[src/rtl/bp_pkg.sv]
// Shared types and counter helpers for the branch predictor.
package bp_pkg;

  // Default geometry of the predictor table.
  localparam int XLEN_DEF     = 32;
  localparam int ENTRIES_DEF  = 64;
  localparam int TAG_BITS_DEF = 8;
  localparam int CTR_BITS_DEF = 2;

  // Counter value written when a taken branch allocates a new entry.
  localparam logic [CTR_BITS_DEF-1:0] CTR_WEAK_TAKEN =
    CTR_BITS_DEF'(32'd1 << (CTR_BITS_DEF - 1));

  // One predictor entry at the default geometry.
  typedef struct packed {
    logic                    valid;
    logic [TAG_BITS_DEF-1:0] tag;
    logic [XLEN_DEF-1:0]     target;
    logic [CTR_BITS_DEF-1:0] ctr;
  } bp_entry_t;

  // Saturating increment; width-agnostic so any counter width can use it.
  function automatic logic [31:0] sat_inc(input logic [31:0] value,
                                          input logic [31:0] max_value);
    logic [31:0] result;
    if (value >= max_value) begin
      result = max_value;
    end else begin
      result = value + 32'd1;
    end
    return result;
  endfunction

  // Saturating decrement, floor at zero.
  function automatic logic [31:0] sat_dec(input logic [31:0] value);
    logic [31:0] result;
    if (value == 32'd0) begin
      result = 32'd0;
    end else begin
      result = value - 32'd1;
    end
    return result;
  endfunction

endpackage

[src/rtl/bp_sat_counter.sv]
// Next-state logic of a CTR_BITS-wide saturating up/down counter.
module bp_sat_counter
  import bp_pkg::*;
#(
  parameter int CTR_BITS = 2
) (
  input  logic [CTR_BITS-1:0] ctr,
  input  logic                taken,
  output logic [CTR_BITS-1:0] ctr_next
);

  localparam logic [31:0] CTR_MAX = 32'((64'd1 << CTR_BITS) - 64'd1);

  logic [31:0] ctr_wide_s;

  assign ctr_wide_s = 32'(ctr);

  // Step toward taken or not-taken, clamping at both ends.
  always_comb begin
    ctr_next = '0;
    if (taken) begin
      ctr_next = CTR_BITS'(sat_inc(ctr_wide_s, CTR_MAX));
    end else begin
      ctr_next = CTR_BITS'(sat_dec(ctr_wide_s));
    end
  end

endmodule

[src/rtl/branch_predictor.sv]
// Direct-mapped BTB with per-entry saturating counters. Lookup is
// combinational on the fetch PC; resolved branches from ID train the
// table at the next rising edge. Two free-running perf counters.
module branch_predictor
  import bp_pkg::*;
#(
  parameter int XLEN     = XLEN_DEF,
  parameter int ENTRIES  = ENTRIES_DEF,
  parameter int TAG_BITS = TAG_BITS_DEF,
  parameter int CTR_BITS = CTR_BITS_DEF,
  parameter int INIT_CTR = 1
) (
  input  logic            clk_i,
  input  logic            rst_i,
  input  logic [XLEN-1:0] pc_if_i,
  output logic            pred_hit_o,
  output logic            pred_taken_o,
  output logic [XLEN-1:0] pred_target_o,
  input  logic            upd_valid_i,
  input  logic [XLEN-1:0] upd_pc_i,
  input  logic            upd_taken_i,
  input  logic [XLEN-1:0] upd_target_i,
  input  logic            upd_mispred_i,
  output logic [31:0]     perf_updates_o,
  output logic [31:0]     perf_mispred_o
);

  localparam int IDX_BITS = $clog2(ENTRIES);
  localparam int TAG_LSB  = 2 + IDX_BITS;
  localparam logic [CTR_BITS-1:0] CTR_INIT_S = CTR_BITS'(INIT_CTR);
  localparam logic [CTR_BITS-1:0] CTR_WEAK_TAKEN_S =
    CTR_BITS'(32'd1 << (CTR_BITS - 1));

  // Table storage, one flop set per entry.
  logic [ENTRIES-1:0]  valid_r;
  logic [TAG_BITS-1:0] tag_r    [ENTRIES];
  logic [XLEN-1:0]     target_r [ENTRIES];
  logic [CTR_BITS-1:0] ctr_r    [ENTRIES];

  logic [31:0] perf_updates_r;
  logic [31:0] perf_mispred_r;

  // Lookup side.
  logic [IDX_BITS-1:0] lk_idx_s;
  logic [TAG_BITS-1:0] lk_tag_s;
  logic                lk_hit_s;
  logic                lk_taken_s;

  // Update side.
  logic [IDX_BITS-1:0] upd_idx_s;
  logic [TAG_BITS-1:0] upd_tag_s;
  logic                upd_hit_s;
  logic [CTR_BITS-1:0] upd_ctr_s;
  logic [CTR_BITS-1:0] upd_ctr_next_s;

  assign lk_idx_s  = pc_if_i[2 +: IDX_BITS];
  assign lk_tag_s  = pc_if_i[TAG_LSB +: TAG_BITS];
  assign upd_idx_s = upd_pc_i[2 +: IDX_BITS];
  assign upd_tag_s = upd_pc_i[TAG_LSB +: TAG_BITS];

  // Low PC bits and bits above the tag do not take part in indexing.
  logic unused_upd_pc_s;
  if (TAG_LSB + TAG_BITS < XLEN) begin : g_upper_unused
    assign unused_upd_pc_s = ^{upd_pc_i[1:0], upd_pc_i[XLEN-1:TAG_LSB+TAG_BITS]};
  end else begin : g_no_upper
    assign unused_upd_pc_s = ^upd_pc_i[1:0];
  end

  // Combinational lookup against the pre-update table contents.
  always_comb begin
    lk_hit_s   = 1'b0;
    lk_taken_s = 1'b0;
    if (valid_r[lk_idx_s] && (tag_r[lk_idx_s] == lk_tag_s)) begin
      lk_hit_s   = 1'b1;
      lk_taken_s = ctr_r[lk_idx_s][CTR_BITS-1];
    end else begin
      lk_hit_s   = 1'b0;
      lk_taken_s = 1'b0;
    end
  end

  // Drive prediction outputs; fall through to the sequential PC when not taken.
  always_comb begin
    pred_hit_o    = lk_hit_s;
    pred_taken_o  = lk_taken_s;
    pred_target_o = pc_if_i + XLEN'(4);
    if (lk_taken_s) begin
      pred_target_o = target_r[lk_idx_s];
    end else begin
      pred_target_o = pc_if_i + XLEN'(4);
    end
  end

  // Hit detection and current counter of the entry being trained.
  always_comb begin
    upd_hit_s = 1'b0;
    upd_ctr_s = ctr_r[upd_idx_s];
    if (valid_r[upd_idx_s] && (tag_r[upd_idx_s] == upd_tag_s)) begin
      upd_hit_s = 1'b1;
    end else begin
      upd_hit_s = 1'b0;
    end
  end

  bp_sat_counter #(
    .CTR_BITS (CTR_BITS)
  ) u_sat_counter (
    .ctr      (upd_ctr_s),
    .taken    (upd_taken_i),
    .ctr_next (upd_ctr_next_s)
  );

  // Valid bits, counters and perf counters: reset clears history, updates train.
  always_ff @(posedge clk_i) begin
    if (rst_i) begin
      valid_r        <= '0;
      for (int i = 0; i < ENTRIES; i++) begin
        ctr_r[i] <= CTR_INIT_S;
      end
      perf_updates_r <= 32'd0;
      perf_mispred_r <= 32'd0;
    end else if (upd_valid_i) begin
      perf_updates_r <= perf_updates_r + 32'd1;
      if (upd_mispred_i) begin
        perf_mispred_r <= perf_mispred_r + 32'd1;
      end
      if (upd_hit_s) begin
        ctr_r[upd_idx_s] <= upd_ctr_next_s;
      end else if (upd_taken_i) begin
        valid_r[upd_idx_s] <= 1'b1;
        ctr_r[upd_idx_s]   <= CTR_WEAK_TAKEN_S;
      end
    end
  end

  // Tag and target need no reset: a taken update (hit or allocate) rewrites both.
  always_ff @(posedge clk_i) begin
    if (!rst_i && upd_valid_i && upd_taken_i) begin
      tag_r[upd_idx_s]    <= upd_tag_s;
      target_r[upd_idx_s] <= upd_target_i;
    end
  end

  assign perf_updates_o = perf_updates_r;
  assign perf_mispred_o = perf_mispred_r;

endmodule

[config.mk]
export PLATFORM = sky130hd
export DESIGN_NAME = branch_predictor
export DESIGN_NICKNAME = d
export VERILOG_FILES = /design/src/rtl/bp_pkg.sv /design/src/rtl/bp_sat_counter.sv /design/src/rtl/branch_predictor.sv
export SDC_FILE = /design/constraint.sdc
export NUM_CORES = 2
export LEC_CHECK = 0
export ABC_CLOCK_PERIOD_IN_PS = 7200
export BUFFER_PORTS_ARGS = -buffer_cell sky130_fd_sc_hd__clkbuf_2
export CAP_MARGIN = 10
export CORE_MARGIN = 1.5
export CORE_UTILIZATION = 55
export DETAILED_ROUTE_END_ITERATION = 8
export PLACE_DENSITY_LB_ADDON = 0.05
export SETUP_SLACK_MARGIN = 0.02
export SYNTH_ARGS = -nofsm -noshare
export SYNTH_HDL_FRONTEND = slang
export SYNTH_SLANG_ARGS = --single-unit
[constraint.sdc]
create_clock -name clk_i -period 7.2 [get_ports clk_i]
set_input_delay 1.44 -clock clk_i [delete_from_list [all_inputs] [get_ports clk_i]]
set_output_delay 1.44 -clock clk_i [all_outputs]
set_load 0.1 [all_outputs]
==> impl_metrics.py <==
metrics = {
    "run_status": {
        "outcome": "complete, no violations",
    },
    "sta": {
        "relSlewSlack_pct": 14.5,
        "min_period_ns": 7.10,
        "finalHoldViolations": 0,
        "final.setup.tns_ns": 0,
        "fin_crit_sh_pct": 98.6,
        "rsz0062_at_grt": "false",
        "setup_viol": 0,
        "setup_ws_ns": 0.103,
        "tightest_slew_ns": 1.28,
        "skew_ns": 0.0494,
        "max_freq_mhz": 141,
        "maxSlewViolCount": 0,
    },
    "hold_path": {
        "worstHoldStart": "valid_r[31]$_SDFFE_PP0P_",
        "hold_class": "reg2reg",
    },
    "routing": {
        "ant_nets": 0,
        "drtIter0Drc": 10100,
        "vias": 64000,
        "drc": 0,
        "avgViaCountPerCell": 7.16,
        "wire_per_inst_um": 40.4,
        "dr.pass1.iters": 6,
        "wl_met3_mm": 39.5,
        "met1_length_mm": 136,
        "highest_layer": "met5",
        "wl_met2_mm": 167,
        "wl_mm": 361,
    },
    "clock_tree": {
        "cts_buffers": 306,
        "clk_pin_slew_ns": 0.06,
        "insertion_delay_ns": 0.93,
        "cts.sinks": 2816,
        "clockBufferDepth": 4,
        "cts-root-buf": "clkbuf_16",
        "htree_levels": 5,
        "postCtsSetupBuffers": 0,
        "cts_tree": "yes",
    },
    "critical_path": {
        "crit_type": "in2out",
        "startpoint_type": "input port",
        "cp_max_fo": 26,
        "crit_required_ns": 5.76,
        "worstPathArrival_ns": 5.66,
        "r2r_start": "tag_r[26][2]$_DFFE_PP_",
        "end_kind": "output pin",
        "crit_start": "pc_if_i[2]",
    },
    "global_route": {
        "grt_first_pass_wirelength_mm": 495,
        "grt_pass1_vias": 61400,
        "grt-ovfl-total": 0,
        "grt_max_degree": 101,
        "antenna_found_initial": 24,
        "grt_usage_pct": 34.0,
    },
    "yosys": {
        "synth_flop_cell": "edfxtp_1",
        "yosysWarnings": 0,
        "postSynthAreaPerCell_um2": 20.9,
        "syn-cell-area_mm2": 0.116,
        "synth_cell_type_count": 77,
        "ys_seq_area_share_pct": 71.9,
        "synth_edf_count": 2688,
        "syn_nets": 5638,
        "ys_async_sr_fraction_pct": 0,
        "ys_seq_elements": 2816,
        "synth_cells": 5534,
    },
    "power_and_ir_drop": {
        "leakagePower_nw": 41.6,
        "power.density_mw_per_mm2": 265,
        "max-vdd-ir-drop_v": 0.000267,
    },
    "placement": {
        "dp_hpwl_mm": 197,
        "globalplace.congestion": 0.867,
        "io_buffers": 180,
        "dp_slack_ns": -0.625,
    },
    "cells_and_area": {
        "syn2layout_area_growth_pct": 13.8,
        "nNetsFinal": 6015,
        "drive_gt1_share_pct": 33.3,
    },
    "floorplan": {
        "ios": 199,
        "die_x_um": 462,
        "coreArea_mm2": 0.209,
        "start_util_pct": 55.3,
        "dieArea_mm2": 0.213,
        "die_h_um": 462,
        "rows": 168,
    },
    "job": {
        "maxCapViolations": 0,
    },
}
## flip-flops by register name (all words and copies together) (netlist names)
| signal | cells |
|---|---|
| target_r | 2048 |
| tag_r | 512 |
| ctr_r | 128 |
| valid_r | 64 |
| perf_mispred_o | 32 |
| perf_updates_o | 32 |
## metal layers
layer	GRT usage, %	vias to the layer above
li1	-	24400
met1	48.2	34400
met2	51.5	4274
met3	7.26	847
met4	15.6	16
met5	0	-
## synthesized netlist by cell type (all sizes together) (8+ instances only)
master   instances  share of area (%)
and2             9              0.049
edfxtp        2688                 70
or3             12              0.065
a22oi           75               0.49
o22a            14               0.11
o22ai           28               0.15
clkbuf         168               0.54
dfxtp          128                2.2
and3            27               0.15
xnor2           43               0.33
nor2b           16              0.086
nor3b           10              0.069
a22o            58               0.44
buf            236                1.3
nand4           84               0.45
a31oi           18              0.097
mux2i          109               0.94
o221ai           8              0.060
xor2            52               0.39
a221oi          58               0.44
a31o            65               0.49
a211oi          13              0.084
and3b            8              0.060
nor4            67               0.43
mux2            94               0.97
nor2           173               0.56
nor3             8              0.035
inv             12              0.039
nand3           38               0.16
a221o           20               0.17
o2bb2ai         30               0.23
mux4           899                 17
a21oi           41               0.18
nand2          112               0.36
o21ai           38               0.16
## layout make-up
class / count / area, um^2
multi-input cells: 2296 / 31000
fillers: 14400 / 77500
inverters: 14 / 55.1
diodes: 13 / 32.5
well taps: 2805 / 3510
clock inverters: 132 / 985
repair buffers: 477 / 4800
clock buffers: 389 / 8190
flip-flops and latches: 2816 / 83300
## stage by stage
| step | instance area (um^2) | util [%] | total power, mW | cells | hold slack (ns) |
|---|---|---|---|---|---|
| 2_1_floorplan | 116000 | - | 19.6 | 5534 | 0.441 |
| 3_3_place_gp | 123000 | 58.5 | 20.5 | 8407 | 0.459 |
| 3_5_place_dp | 123000 | 58.5 | 20.5 | 8407 | 0.463 |
| 4_1_cts | 132000 | 62.9 | 35.0 | 8928 | 0.480 |
| 5_1_grt | 132000 | 63.0 | 35.7 | 8937 | 0.497 |
| 6_report | 132000 | 63.0 | 34.9 | 8942 | 0.480 |
## timing repair
action / CTS / global route
gates cloned: 0 / 0
resized for setup: 4 / 2
endpoints found under the setup margin: 2 / 31
hold buffers: 0 / 0
## worst paths after layout
kind                           endpoint  slack [ns]  cells past startpoint
max                   pred_target_o[10]        0.10                     16
min            valid_r[31]$_SDFFE_PP0P_        0.48                      1
max reg2reg  ctr_r[45][0]$_SDFFCE_PN1P_        2.95                     11
min reg2reg    valid_r[31]$_SDFFE_PP0P_        0.48                      1
## layout by cell type, fill, tap and decap left out, types with 76 or more instances in the layout
master / synthesis / layout
buf_12: 3 / 121
buf_4: 29 / 213
clkbuf_16: 0 / 314
clkbuf_2: 0 / 136
dfxtp_1: 128 / 128
edfxtp_1: 2688 / 2688
mux2_2: 76 / 76
mux2i_1: 109 / 109
mux4_2: 892 / 892
nand2_1: 112 / 110
nand4_1: 84 / 84
nor2_1: 172 / 105
## cells by family (layout without fill, tap and decap cells)
logic type	count (synthesis)	in the layout	synth area share (%)
AND/OR/NAND/NOR	599	599	2.72
AO/OA/AOI/OAI	497	497	3.34
buffers and inverters	422	1012	1.87
XOR/XNOR	95	95	0.718
flip-flops	2816	2816	71.9
multiplexers	1102	1102	19.4
other	0	13	0
adder cells (fa/ha/maj)	3	3	0.0324
## power by group
part / switching, mW / internal [mW] / leakage [nW]
Clock: 6.22 / 8.50 / 4.48
Combinational: 1.32 / 0.836 / 11.8
Sequential: 0.0257 / 18.0 / 25.3
Total: 7.57 / 27.3 / 41.6
## worst max-delay path, cell delays in order
cell and delay (ns):
buf_8 0.28, buf_12 0.29, buf_12 0.29, mux4_2 0.53, mux2i_1 0.26, mux2_2 0.20, o21ai_0 0.09, a21oi_2 0.35
buf_4 0.18, xnor2_1 0.05, nor2_1 0.16, o211a_1 0.19, and4_4 0.48, buf_12 0.22, mux2_2 0.37, buf_12 0.17
Note: power is estimated with default switching activity, not from simulation.
